File: src/rtl/state_machine_control.sv
// Sequencer that launches the init engine, then the shuffle engine,
// and muxes whichever engine is active onto the shared memory port.
module state_machine_control (
  input  logic       clk,
  input  logic       reset,
  input  logic       start,
  output logic       finish,
  output logic       start_init,
  input  logic       finish_init,
  output logic       start_shuffle,
  input  logic       finish_shuffle,
  input  logic       write_enable_init,
  input  logic       write_enable_shuffle,
  output logic       write_enable_out,
  input  logic [7:0] address_init,
  input  logic [7:0] address_shuffle,
  output logic [7:0] address_out,
  input  logic [7:0] write_data_init,
  input  logic [7:0] write_data_shuffle,
  output logic [7:0] write_data_out
);

  localparam logic [2:0] IDLE          = 3'd0;
  localparam logic [2:0] START_INIT    = 3'd1;
  localparam logic [2:0] WAIT_INIT     = 3'd2;
  localparam logic [2:0] START_SHUFFLE = 3'd3;
  localparam logic [2:0] WAIT_SHUFFLE  = 3'd4;
  localparam logic [2:0] DONE          = 3'd5;

  logic [2:0] state;
  logic [2:0] state_nxt;
  logic       sel_init;
  logic       sel_shuffle;

  always_ff @(posedge clk) begin
    if (!reset) state <= IDLE;
    else        state <= state_nxt;
  end

  // Unused encodings fall back to IDLE on the next edge.
  always_comb begin
    state_nxt = IDLE;
    unique case (state)
      IDLE:
        state_nxt = start ? START_INIT : IDLE;
      START_INIT:
        state_nxt = WAIT_INIT;
      WAIT_INIT:
        state_nxt = finish_init ? START_SHUFFLE : WAIT_INIT;
      START_SHUFFLE:
        state_nxt = WAIT_SHUFFLE;
      WAIT_SHUFFLE:
        state_nxt = finish_shuffle ? DONE : WAIT_SHUFFLE;
      DONE:
        state_nxt = start ? DONE : IDLE;
      default:
        state_nxt = IDLE;
    endcase
  end

  assign start_init    = (state == START_INIT);
  assign start_shuffle = (state == START_SHUFFLE);
  assign finish        = (state == DONE);

  assign sel_init    = (state == START_INIT)
                     | (state == WAIT_INIT);
  assign sel_shuffle = (state == START_SHUFFLE)
                     | (state == WAIT_SHUFFLE);

  always_comb begin
    write_enable_out = 1'b0;
    address_out      = 8'h00;
    write_data_out   = 8'h00;
    unique case (1'b1)
      sel_init: begin
        write_enable_out = write_enable_init;
        address_out      = address_init;
        write_data_out   = write_data_init;
      end
      sel_shuffle: begin
        write_enable_out = write_enable_shuffle;
        address_out      = address_shuffle;
        write_data_out   = write_data_shuffle;
      end
      default: begin
        write_enable_out = 1'b0;
        address_out      = 8'h00;
        write_data_out   = 8'h00;
      end
    endcase
  end

endmodule

File: config.mk
export PLATFORM = sky130hd
export DESIGN_NAME = state_machine_control
export DESIGN_NICKNAME = d
export VERILOG_FILES = /design/src/rtl/state_machine_control.sv
export SDC_FILE = /design/constraint.sdc
export NUM_CORES = 1
export LEC_CHECK = 0
export CAP_MARGIN = 20
export CORE_ASPECT_RATIO = 0.8
export CORE_UTILIZATION = 22
export CTS_BUF_LIST = sky130_fd_sc_hd__clkbuf_4 sky130_fd_sc_hd__clkbuf_8 sky130_fd_sc_hd__clkbuf_16
export DETAILED_ROUTE_END_ITERATION = 7
export GPL_ROUTABILITY_DRIVEN = 0
export PLACE_DENSITY = 0.88
export SLEW_MARGIN = 0
export SYNTH_ARGS = -nofsm -noshare
export SYNTH_HDL_FRONTEND = slang
export SYNTH_SLANG_ARGS = --single-unit
File: constraint.sdc
create_clock -name clk -period 1.7 [get_ports clk]
set_clock_uncertainty 0.15 [all_clocks]
set_input_delay 0.34 -clock clk [delete_from_list [all_inputs] [get_ports clk]]
set_output_delay 0.34 -clock clk [all_outputs]
set_load 0.005 [all_outputs]
==> implementation parameters <==
Parameter                              Value

Worst setup path
  Crit-path cells    nand3b_1 > o21ai_4 > buf_12 > buf_8 > a22o_1 > buf_2
  CP Max Fanout    5
  Launching element type of the critical path    flop
  Critical path arrival    1.44 ns
  R2R depth    4
  Worst setup path class    reg -> out
  Crit path max-delay cell type    sky130_fd_sc_hd__dfxtp_4
  Critical path capture point type    output port
  Data required time at the worst endpoint    1.21 ns
  Delay of the slowest cell on the worst path    0.35 ns

Drt
  Starting DRC count in detailed routing    7
  Total via count in the routed design    646
  Post-route ant nets    0
  Remaining routing DRC violations    0
  Post-detailed-route wirelength per cell    14.1 um
  Number of optimization iterations in the first detailed-route pass    4
  Detailed-route wire length    1980 um
  Vias/cell    4.61

Power
  Total leakage power    0.506 nW
  Part of the power in combinational logic    67.3%
  Clock network fraction of design power    19.6%
  P_int    0.000496 W
  Switching power as a share of total power    31.9%
  P_sw    0.000233 W
  Sequential group share of total power    13.1%
  Worst IR Drop VDD    345 uV
  Cell area power density    674 nW/um^2
  Power Total    0.000729 W

Place
  Port bufs    58
  Half-perimeter wire length of the detailed placement result    1380 um

Logic synthesis
  Synth warn    0
  Area share of fa/ha/maj cells after synthesis    0%
  Post-synthesis cell type with the largest combined area    sky130_fd_sc_hd__a22o_1
  Simple-gate portion of the synthesized area    16.6%
  Post-synthesis instance area    392 um^2
  Post-synthesis sequential area ratio    15.3%
  Area fraction in compound gates after synthesis    47.9%
  Distinct cell type count of the synthesized netlist    19
  Syn Area/Cell    8.90 um^2
  Area share of xor/xnor cells in the synthesized design    4.15%
  Syn Inst Count    44
  Multiplexer area fraction after synthesis    2.56%
  Largest family of logic cells by synthesized area    compound AO/OA/AOI/OAI gates
  Net Count, Synth    83
  Area share of the largest cell type after synthesis    38.0%
  Top post-synthesis cells by area    sky130_fd_sc_hd__a22o_1 38%, sky130_fd_sc_hd__dfxtp_1 15%, sky130_fd_sc_hd__buf_6 8.6%
  Flop and latch count out of synthesis    3

Floorplanning
  Placement row count    13
  Width of the die    49.2 um
  Die ar.    1950 um^2
  Area of the core    1640 um^2
  Boundary pin count    59
  Vertical die dimension    39.7 um
  Starting density of the core    23.8%

Final layout
  Largest register by flop count    state
  Diodes inserted    0
  Net count of the finished layout    158
  Biggest registers after layout    state (3)
  Fraction of layout cells with a size suffix above 1    41.5%
  Flip-flop count of the largest register after layout    3
  P&R area growth vs syn    176%
  Post-layout util    65.8%

Clocking
  TritonCTS Buffers    3
  Clock latency reported for the late side of the worst-skew pair    0.23 ns
  Clock net sink count    3
  Hold-fix buffer count after cts    0
  Register clock-pin slew on the reported worst setup and hold paths    0.03 ns
  TritonCTS clock tree    built
  Maximum number of buffers from clock root to sink    2
  CTS H-tree depth    1
  Clock root buffer master    sky130_fd_sc_hd__clkbuf_4

Global routing
  Largest net degree at the start of global routing    9
  Overall global routing resource usage    21.1%
  Number of antenna violations at the first check in global routing    0
  First-pass GRT wire length    2990 um
  Remaining global-route overflow    0
  Vias in the first global route    648

STA
  Final setup viols    17
  Number of hold violations in the final report    0
  Setup repair after global routing missed its margin    true
  Share of the cycle needed by the critical path after routing    114%
  Transition time at the pin with the least slew margin    0.276 ns
  Min Clock Period, post-route    1.93 ns
  Top achievable clock speed    0.517 GHz
  Least setup slack across all paths after layout    -0.233 ns
  Count of pins over their slew limit    0
  Relative max-transition margin    81.5%

Run
  Max-cap violations    0

Hold path
  Worst hold path stage count    2
  Class of the tightest hold or removal check    in -> reg

Outcome
  Result of the run    finished, violations left
  Violated checks    setup timing
[cells in the final DEF (no fill, tap or decap), drive strengths merged]
cell type	netlist	final
nand2b	1	1
o21ai	1	1
mux2i	1	1
o21a	1	1
nor4	1	1
buf	4	35
dfxtp	3	3
clkbuf	0	5
xnor2	1	1
a22o	17	17
nand3b	1	1
inv	3	3
nor3	2	2
o311a	1	1
nand2	2	2
and2	1	1
nor2	3	3
clkdlybuf4s50	0	38
a21oi	1	1
[cells by family after synthesis]
| kind of cell | Yosys count |
|---|---|
| flops | 3 |
| xor+xnor | 1 |
| mux | 1 |
| buf+inv | 7 |
| simple gates | 11 |
| compound gates | 21 |
[critical path: cells and delay by family (launching register included)]
family | cells | cell delay (ns)
flip-flops | 1 | 0.35
AO/OA/AOI/OAI | 2 | 0.29
AND/OR/NAND/NOR | 1 | 0.19
buffers and inverters | 3 | 0.38
[repair_timing]
action / CTS / global route
pin swaps: 6 / 6
endpoints found under the setup margin: 20 / 19
gates cloned: 2 / 0
buffers inserted: 9 / 0
gates resized for setup: 85 / 5
[through the flow]
stage	TNS [ns]	setup slack, ns	hold WS, ns	area, um^2	instances
after floorplan	0	0.0995	0.308	392	44
after global placement	-5.17	-0.298	0.567	1040	129
after detailed placement	-6.09	-0.359	0.581	1040	129
after CTS	-4.39	-0.329	0.554	1130	143
after global routing	-4.31	-0.292	0.571	1080	140
final	-3.42	-0.233	0.563	1080	140
[final cells by class]
type / count / area (um^2)
inverter: 3 / 11.3
sequential: 3 / 66.3
clock buffer: 4 / 30.0
multi-input combinational: 34 / 289
timing repair buffer: 74 / 657
fill: 138 / 562
tap: 22 / 27.5
[synth_stat cells]
| cell | instances |
|---|---|
| sky130_fd_sc_hd__a22o_1 | 17 |
| sky130_fd_sc_hd__buf_6 | 3 |
| sky130_fd_sc_hd__dfxtp_1 | 3 |
| sky130_fd_sc_hd__inv_1 | 3 |
| sky130_fd_sc_hd__nand2_1 | 2 |
| sky130_fd_sc_hd__nor2_1 | 2 |
| sky130_fd_sc_hd__nor3_1 | 2 |
| sky130_fd_sc_hd__a21oi_1 | 1 |
| sky130_fd_sc_hd__and2_1 | 1 |
| sky130_fd_sc_hd__buf_4 | 1 |
| sky130_fd_sc_hd__mux2i_1 | 1 |
| sky130_fd_sc_hd__nand2b_2 | 1 |
| sky130_fd_sc_hd__nand3b_1 | 1 |
| sky130_fd_sc_hd__nor2_4 | 1 |
| sky130_fd_sc_hd__nor4_1 | 1 |
| sky130_fd_sc_hd__o21a_1 | 1 |
| sky130_fd_sc_hd__o21ai_4 | 1 |
| sky130_fd_sc_hd__o311a_1 | 1 |
| sky130_fd_sc_hd__xnor2_2 | 1 |
[power groups by stage]
stage                     clock network (W)  registers [W]  logic, W
after detailed placement                  0      0.0000933  0.000500
after global routing               0.000155      0.0000953  0.000529
final                              0.000143      0.0000955  0.000490
after global placement                    0      0.0000921  0.000489
after CTS                          0.000145      0.0000928  0.000506
after floorplan                           0      0.0000857  0.000222
[per-layer routing]
metal	global-route usage [%]	routed length [um]
met5	0	0
met1	22.5	738
met3	3.49	129
met2	43.5	1110
met4	6.62	0
[path summary, 6_finish.rpt]
kind / startpoint / to / slack, ns
worst min register to register: state[1]$_SDFF_PN0_ / state[0]$_SDFF_PN0_ / 0.59
worst max register to register: state[2]$_SDFF_PN0_ / state[0]$_SDFF_PN0_ / 0.38
worst min-delay path: reset / state[2]$_SDFF_PN0_ / 0.56
worst max-delay path: state[2]$_SDFF_PN0_ / write_data_out[2] / -0.23
Power figures use the tool's default switching activity.
